==> config.mk <==
export PLATFORM = sky130hd
export DESIGN_NAME = alu_input_sequencer
export DESIGN_NICKNAME = d
export VERILOG_FILES = /design/src/rtl/alu_seq_pkg.sv /design/src/rtl/alu_input_sequencer_btn_edge.sv /design/src/rtl/alu_input_sequencer.sv
export SDC_FILE = /design/constraint.sdc
export NUM_CORES = 1
export LEC_CHECK = 0
export CAP_MARGIN = 10
export CORE_UTILIZATION = 29
export DETAILED_ROUTE_END_ITERATION = 7
export GPL_TIMING_DRIVEN = 0
export PLACE_DENSITY = 0.57
export SKIP_CTS_REPAIR_TIMING = 1
export SYNTH_ARGS = -nofsm -noshare
export SYNTH_HDL_FRONTEND = slang
export SYNTH_SLANG_ARGS = --single-unit
==> constraint.sdc <==
create_clock -name clk -period 1.6 [get_ports clk]
set_clock_uncertainty 0.15 [all_clocks]
set_input_delay 0.24 -clock clk [delete_from_list [all_inputs] [get_ports clk]]
set_output_delay 0.24 -clock clk [all_outputs]
set_load 0.005 [all_outputs]
==> src/rtl/alu_seq_pkg.sv <==
// Shared definitions for the ALU input sequencer: FSM state codes,
// opcode width and the default operand MSB index.
package alu_seq_pkg;

    localparam int OP_W     = 4;
    localparam int DEF_BITS = 4;
    localparam int STATE_W  = 3;

    typedef enum logic [STATE_W-1:0] {
        LOAD_A  = 3'd0,
        LOAD_B  = 3'd1,
        LOAD_OP = 3'd2,
        EXEC    = 3'd3,
        SHOW    = 3'd4
    } state_t;

    // True in the states where the display shows the latched ALU result.
    function automatic logic shows_result(input state_t s);
        return (s == EXEC) || (s == SHOW);
    endfunction

endpackage

==> src/rtl/alu_input_sequencer_btn_edge.sv <==
// Push-button synchronizer and rising-edge detector.
// All flops reset high so a button already held when reset releases is
// treated as "still pressed" and yields no event until released and
// pressed again. The output is named rise because edge is a keyword.
module btn_edge (
    input  logic clk,
    input  logic rst,
    input  logic btn,
    output logic rise
);

    logic sync1_reg;
    logic sync2_reg;
    logic prev_reg;

    // Two-flop synchronizer followed by a one-sample history flop.
    always_ff @(posedge clk) begin
        if (!rst) begin
            sync1_reg <= 1'b1;
            sync2_reg <= 1'b1;
            prev_reg  <= 1'b1;
        end else begin
            sync1_reg <= btn;
            sync2_reg <= sync1_reg;
            prev_reg  <= sync2_reg;
        end
    end

    // Pulse lasts exactly one cycle per low-to-high transition.
    assign rise = sync2_reg & ~prev_reg;

endmodule

==> src/rtl/alu_input_sequencer.sv <==
// Collects operand A, operand B and an opcode from the switches, one per
// button press, presents them registered to an external ALU, then latches
// the ALU result and flags for display.
module alu_input_sequencer
    import alu_seq_pkg::*;
#(
    parameter int BITS = DEF_BITS
) (
    input  logic            clk,
    input  logic            rst,
    input  logic [BITS:0]   sw,
    input  logic            btn,
    output logic [BITS:0]   a,
    output logic [BITS:0]   b,
    output logic [OP_W-1:0] op,
    input  logic [BITS:0]   y,
    input  logic            c,
    input  logic            v,
    input  logic            n,
    input  logic            z,
    output logic [BITS:0]   disp,
    output logic [3:0]      flags,
    output logic [2:0]      state,
    output logic            done
);

    state_t          state_reg;
    state_t          state_next;
    logic [BITS:0]   a_reg;
    logic [BITS:0]   b_reg;
    logic [BITS:0]   y_reg;
    logic [OP_W-1:0] op_reg;
    logic [3:0]      flags_reg;
    logic            press;
    logic            load_a;
    logic            load_b;
    logic            load_op;
    logic            latch_result;

    btn_edge u_btn_edge (
        .clk  (clk),
        .rst  (rst),
        .btn  (btn),
        .rise (press)
    );

    // State register; reset always wins over a coincident press.
    always_ff @(posedge clk) begin
        if (!rst) begin
            state_reg <= LOAD_A;
        end else begin
            state_reg <= state_next;
        end
    end

    // Next-state and capture-enable decode.
    always_comb begin
        state_next   = state_reg;
        load_a       = 1'b0;
        load_b       = 1'b0;
        load_op      = 1'b0;
        latch_result = 1'b0;
        case (state_reg)
            LOAD_A: begin
                if (press) begin
                    load_a     = 1'b1;
                    state_next = LOAD_B;
                end
            end
            LOAD_B: begin
                if (press) begin
                    load_b     = 1'b1;
                    state_next = LOAD_OP;
                end
            end
            LOAD_OP: begin
                if (press) begin
                    load_op    = 1'b1;
                    state_next = EXEC;
                end
            end
            EXEC: begin
                // Presses arriving here are dropped, not queued.
                latch_result = 1'b1;
                state_next   = SHOW;
            end
            SHOW: begin
                if (press) begin
                    state_next = LOAD_A;
                end
            end
            default: begin
                state_next = LOAD_A;
            end
        endcase
    end

    // Operand, opcode and result registers; operands persist across runs.
    always_ff @(posedge clk) begin
        if (!rst) begin
            a_reg     <= '0;
            b_reg     <= '0;
            op_reg    <= '0;
            y_reg     <= '0;
            flags_reg <= '0;
        end else begin
            if (load_a) begin
                a_reg <= sw;
            end
            if (load_b) begin
                b_reg <= sw;
            end
            if (load_op) begin
                op_reg <= sw[OP_W-1:0];
            end
            if (latch_result) begin
                y_reg     <= y;
                flags_reg <= {c, v, n, z};
            end
        end
    end

    assign a     = a_reg;
    assign b     = b_reg;
    assign op    = op_reg;
    assign flags = flags_reg;
    assign state = state_reg;
    assign done  = (state_reg == EXEC);
    assign disp  = shows_result(state_reg) ? y_reg : sw;

endmodule

==> results of run 1 <==
==> worst max path at each step <==
stage                        start       to  slack (ns)  depth (start not counted)
after floorplan           state[2]  disp[0]       -0.02                          5
after global placement    state[2]  disp[0]       -0.56                          6
after detailed placement  state[2]  disp[1]       -0.59                          6
after CTS                 state[2]  disp[1]       -0.90                          6
after global routing      state[2]  disp[1]       -0.52                          7
final                     state[2]  disp[0]       -0.45                          7
==> cell usage in the layout, fill, tap and decap left out, drive strengths merged <==
cell / n
nor4b: 1
or4: 1
clkbuf: 12
nor3b: 2
nor2: 2
dfxtp: 29
a21boi: 9
nand2b: 4
mux2i: 15
clkinvlp: 1
nor4bb: 1
nor4: 1
inv: 2
clkinv: 2
clkdlybuf4s50: 37
a21oi: 2
nand3b: 1
nand2: 37
buf: 24
nor2b: 1
mux2: 5
o21ai: 1
==> layer usage <==
| metal | track usage (%) | routed length, um | vias to the layer above | part of all wire, % |
|---|---|---|---|---|
| met4 | 5.59 | 40 | 0 | 1.3 |
| met5 | 0 | 0 | - | 0 |
| met2 | 23.7 | 1510 | 29 | 50 |
| met3 | 5.65 | 165 | 6 | 5.5 |
| li1 | - | - | 537 | - |
| met1 | 17.1 | 1290 | 516 | 43 |
==> worst reg2reg max path: stages, from the launching register on <==
cell and delay [ns]:
dfxtp_2 0.32, buf_6 0.12, buf_4 0.14, or4_4 0.60
mux2i_1 0.14
==> power by group through the flow <==
stage	Combinational (uW)	Clock [uW]	Sequential, uW
2_1_floorplan	46.4	0	749
3_3_place_gp	119	0	749
3_5_place_dp	121	0	749
4_1_cts	122	609	733
5_1_grt	134	649	733
6_report	124	584	733
==> layout make-up <==
type	instances	area (um2)
clock inverter	3	17.5
tap	50	62.6
fill	376	2030
buffer	7	57.6
multi-input combinational	83	606
clock buffer	5	68.8
inverter	2	10.0
sequential	29	584
timing repair buffer	61	563
==> logic make-up after synthesis <==
family / Yosys count
buf+inv: 10
mux: 20
flops: 29
compound gates: 12
simple gates: 51
==> through the flow <==
stage	instances	setup TNS, ns
2_1_floorplan	122	-0.0816
3_3_place_gp	215	-5.92
3_5_place_dp	215	-6.75
4_1_cts	223	-5.03
5_1_grt	240	-2.61
6_report	240	-2.13
==> run_results.csv, run 1 <==
group,metric,value,unit
worst_setup_path,crit_fanout,5,
floorplan,start_util,30.3,%
worst_setup_path,slowest_stage,"dfxtp_2",
clock_network,clk_pin_slew_worst_paths,0.06,ns
floorplan,dieWidth,66.6,um
global_route,track_usage,14.6,%
place,pre_cts_ws,-0.585,ns
power,internal_power,1110,uW
power,power.switching,335,uW
sta,slew_headroom,70.6,%
power,p_total,1440,uW
place,place.gp.congestion,0.756,
logic_synthesis,synth_area_leaders,"dfxtp_1 (48%), mux2i_1 (12%), nand2_1 (11%), a21boi_0 (5.6%), mux2_2 (4.6%)",
finish,drive_above_1_share,27.9,%
power,pwr-share-comb,8.6,%
logic_synthesis,synthMuxAreaShare,17.0,%
logic_synthesis,yosys-top-cells-count,"nand2_1 (37), dfxtp_1 (29), mux2i_1 (15), a21boi_0 (9), mux2_2 (5)",
logic_synthesis,yosys.area_share.xor_xnor,0,%
finish,fin_area,1970,um2
detailed_routing,first_pass_iters,4,
sta,hold_viol,0,
run_status,status,"finished with violations",
floorplan,core,4000,um2
logic_synthesis,synth_top_family_by_area,"simple AND/OR/NAND/NOR gates",
detailed_routing,antenna_left,0,
power,p_seq_share,50.9,%
detailed_routing,detailroute.via_count,1088,
global_route,grt_max_degree,11,
place,io_buffers,43,
logic_synthesis,netlist_area,1210,um2
detailed_routing,first_iter_violations,31,
logic_synthesis,synthesis.nets,139,
floorplan,io_pins,44,
global_route,grt_first_pass_wirelength,4750,um
hold_path,holdCritPathClass,"flop to flop",
logic_synthesis,yosysMostFrequentCell,"nand2_1",
detailed_routing,routedWlPerCell,12.5,um
floorplan,die_h,66.6,um
logic_synthesis,synth_top_cell_area_share,47.9,%
logic_synthesis,synth_edf_count,0,
worst_setup_path,reg2reg_from,"state[2]",
finish,final_core_util,49.2,%
logic_synthesis,yosys_warnings,0,
logic_synthesis,yosysTopAreaCell,"dfxtp_1",
global_route,grt_overflow,0,
floorplan,rows,23,
worst_setup_path,critPathBufInv,4,
logic_synthesis,synth-seq-cells,29,
logic_synthesis,synth-compound-area-share,7.75,%
power,worst_ir_drop_vdd,0.369,mV
clock_network,cts_buffers,5,
worst_setup_path,reg2reg_slack,0.02,ns
sta,finalSetupViolations,6,
detailed_routing,finalWirelength,3010,um
worst_setup_path,worst_setup_path_end_kind,"primary output",
worst_setup_path,cp_data_arrival_time,1.66,ns
worst_setup_path,r2r_cells,4,
worst_setup_path,worstPathCellList,"buf_6 > nand3b_4 > inv_4 > a21oi_4 > buf_6 > mux2_4 > buf_6",
power,power_density,731,nW/um2
worst_setup_path,path_class,"flop to primary output",
finish,area_growth,62.6,%
floorplan,fp.dieArea,4440,um2
sta,rsz0062_at_grt,"yes",
finish,nets,206,
logic_synthesis,synth-simple-area-share,22.2,%
logic_synthesis,synthFlopType,"dfxtp_1",
logic_synthesis,synth_cell_types,23,
sta,whs,0.263,ns
hold_path,min_from,"u_btn_edge.sync1_reg",
detailed_routing,avgViaCountPerCell,4.53,
power,clkPwrFrac,40.5,%
power,switching_share,23.3,%
power,leakage,0.000830,uW
worst_setup_path,critPathTopFamily,"buffers and inverters",
flow_run,max-cap-violations,0,
logic_synthesis,yosysSeqAreaShare,47.9,%
clock_network,cts_sinks,29,
worst_setup_path,max_stage_delay,0.33,ns
sta,max_freq,488,MHz
logic_synthesis,yosys.area_share.adder,0,%
sta,min_period_over_period,128,%
clock_network,htreeDepth,2,
clock_network,ctsLongestPathBuffers,2,
run_status,violations,"negative setup slack",
clock_network,clk_latency,0.27,ns
detailed_routing,drc_errors,0,
clock_network,clk_root_buffer_cell,"clkbuf_8",
sta,tightest_slew,0.442,ns
hold_path,whs_endpoint,"u_btn_edge.sync2_reg",
sta,finalMaxSlewViolations,0,
logic_synthesis,synthCells,122,
place,place_hpwl,2130,um
worst_setup_path,crit_top_cell,"buf_6",
clock_network,cts_tree,"built",
worst_setup_path,required,1.21,ns
worst_setup_path,critPathLaunchType,"flop",
hold_path,hold_depth,1,
place,place_area,1740,um2
sta,worst_slack,-0.447,ns
finish,antenna_cells,0,
worst_setup_path,timing.rr.end,"b[3]",
logic_synthesis,synthArstFlopShare,0,%
logic_synthesis,avgSynthCellArea,9.93,um2
global_route,grt_pass1_vias,1037,
global_route,antenna_found_initial,0,
sta,fin_crit,2.05,ns
Note: power is estimated with default switching activity, not from simulation.
==> inputs of run 2 (changes only) <==
--- a/config.mk
+++ b/config.mk
@@ -6,9 +6,11 @@
 export NUM_CORES = 1
 export LEC_CHECK = 0
 export CAP_MARGIN = 10
+export CORE_MARGIN = 1.5
 export CORE_UTILIZATION = 29
 export DETAILED_ROUTE_END_ITERATION = 7
 export GPL_TIMING_DRIVEN = 0
+export MAX_ROUTING_LAYER = met4
 export PLACE_DENSITY = 0.57
 export SKIP_CTS_REPAIR_TIMING = 1
 export SYNTH_ARGS = -nofsm -noshare
==> run_results.csv, run 2 (synthesized netlist as in run 1, its figures left out) <==
group,metric,value,unit
power,internal_power,1100,uW
global_route,grt_pass1_vias,1048,
power,switching_share,23.4,%
power,power.switching,337,uW
worst_setup_path,worst_setup_path_end_kind,"primary output",
clock_network,ctsLongestPathBuffers,2,
place,io_buffers,43,
finish,final_core_util,47.7,%
clock_network,cts_sinks,29,
global_route,met1_usage,15.6,%
sta,max_freq,490,MHz
power,pwr-share-comb,8.3,%
place,place.gp.congestion,0.768,
global_route,met3_usage,5.33,%
detailed_routing,finalWirelength,3040,um
sta,slew_headroom,58.6,%
sta,finalSetupViolations,12,
global_route,grt_overflow,0,
detailed_routing,drc_errors,0,
detailed_routing,avgViaCountPerCell,4.47,
detailed_routing,routedWlPerCell,13.0,um
run_status,violations,"negative setup slack",
flow_run,max-cap-violations,0,
sta,tightest_slew,0.619,ns
sta,setup_tns,-2.23,ns
sta,finalMaxSlewViolations,0,
global_route,grt-busiest-layer,"met2",
floorplan,dieWidth,67.6,um
finish,area_growth,57.6,%
finish,antenna_cells,0,
clock_network,clk_latency,0.28,ns
clock_network,cts_buffers,5,
finish,final_common_cell,"nand2_1",
worst_setup_path,cp_data_arrival_time,1.65,ns
clock_network,clk_root_buffer_cell,"clkbuf_8",
finish,multiInputGateArea,597,um2
worst_setup_path,path_class,"flop to primary output",
sta,rsz0062_at_grt,"yes",
power,p_seq_share,50.9,%
finish,final_cell_mix,"nand2_1 (37), clkdlybuf4s50_1 (36), dfxtp_1 (26)",
clock_network,cts_tree,"built",
worst_setup_path,timing.rr.end,"op[2]",
finish,nFillCells,391,
detailed_routing,first_iter_violations,35,
worst_setup_path,crit_fanout,4,
run_status,status,"finished with violations",
detailed_routing,first_pass_iters,4,
power,worst_ir_drop_vdd,0.363,mV
place,pre_cts_ws,-0.575,ns
power,clkPwrFrac,40.8,%
global_route,grt_first_pass_wirelength,4810,um
worst_setup_path,cp-endpoint,"disp[2]",
global_route,grt_use_met2,25.0,%
floorplan,io_pins,44,
finish,drive_above_1_share,26.1,%
power,leakage,0.000800,uW
worst_setup_path,worstSetupStartpoint,"state[2]",
hold_path,holdCritPathClass,"flop to flop",
worst_setup_path,reg2reg_from,"state[2]",
worst_setup_path,reg2reg_slack,-0.06,ns
place,place_hpwl,2230,um
detailed_routing,detailroute.via_count,1047,
clock_network,clk_pin_slew_worst_paths,0.06,ns
finish,nets,200,
sta,fin_crit,2.04,ns
global_route,antenna_found_initial,0,
global_route,track_usage,14.7,%
floorplan,rows,23,
floorplan,core,4000,um2
worst_setup_path,critPathLaunchType,"flop",
worst_setup_path,required,1.21,ns
clock_network,htreeDepth,2,
sta,hold_viol,0,
floorplan,die_h,67.6,um
worst_setup_path,r2r_cells,4,
detailed_routing,antenna_left,0,
global_route,grt_max_degree,11,
sta,min_period_over_period,128,%
floorplan,start_util,30.3,%
sta,worst_slack,-0.443,ns
floorplan,fp.dieArea,4570,um2
finish,seqCellArea,584,um2
power,power_density,754,nW/um2
-- run 2: changes by cell type in the layout (fill, tap and decap cells not counted) --
cell	delta
buf_4	-4
buf_6	-1
clkdlybuf4s50_1	-1
nor4b_2	+1
nor4b_4	-1
-- run 2: power groups by stage --
stage	Clock (uW)	Combinational, uW	Sequential [uW]
floorplan	0	46.4	749
global placement	0	120	749
detailed placement	0	122	749
CTS	598	122	733
global route	640	128	733
finish	587	120	733
-- run 2: area by class of cell --
cell class              instances  share of cell area, %
inverters                       2                  0.524
repair buffers                 55                   26.8
flip-flops and latches         29                   30.6
multi-input cells              83                   31.3
plain buffers                   7                   3.01
well taps                      50                   3.28
clock buffers                   5                   3.60
clock inverters                 3                  0.917
-- run 2: per-layer routing --
metal	vias to the layer above	wire length, um
met4	0	35
met2	27	1610
met5	-	0
met1	494	1230
li1	522	-
met3	4	164
-- run 2: critical path, stage by stage, from the launching register on --
cell and delay, ns:
dfxtp_2 0.32, buf_6 0.11, buf_4 0.16, a21oi_4 0.24, buf_6 0.14, mux2_4 0.29
buf_6 0.12
-- run 2: worst min path at each step --
stage                               startpoint                    to  cells past startpoint
final                     u_btn_edge.sync1_reg  u_btn_edge.sync2_reg                      1
after global routing      u_btn_edge.sync1_reg  u_btn_edge.sync2_reg                      1
after CTS                 u_btn_edge.sync1_reg  u_btn_edge.sync2_reg                      1
after detailed placement  u_btn_edge.sync1_reg  u_btn_edge.sync2_reg                      1
after global placement    u_btn_edge.sync1_reg  u_btn_edge.sync2_reg                      1
after floorplan                            rst  u_btn_edge.sync1_reg                      1
-- run 2: per-stage QoR --
step	cells	area (um2)	hold WS (ns)	total power, uW
6_report	234	1910	0.260	1440
5_1_grt	234	1910	0.296	1500
4_1_cts	223	1830	0.266	1450
3_5_place_dp	215	1740	0.251	871
3_3_place_gp	215	1740	0.240	869
2_1_floorplan	122	1250	0.163	795
==> inputs of run 3 (changes only) <==
--- a/config.mk
+++ b/config.mk
@@ -5,7 +5,7 @@
 export SDC_FILE = /design/constraint.sdc
 export NUM_CORES = 1
 export LEC_CHECK = 0
-export CAP_MARGIN = 10
+export CAP_MARGIN = 20
 export CORE_MARGIN = 1.5
 export CORE_UTILIZATION = 29
 export DETAILED_ROUTE_END_ITERATION = 7
==> results of run 3 <==
The final DEF is identical to that of run 2; final timing and power are the same.
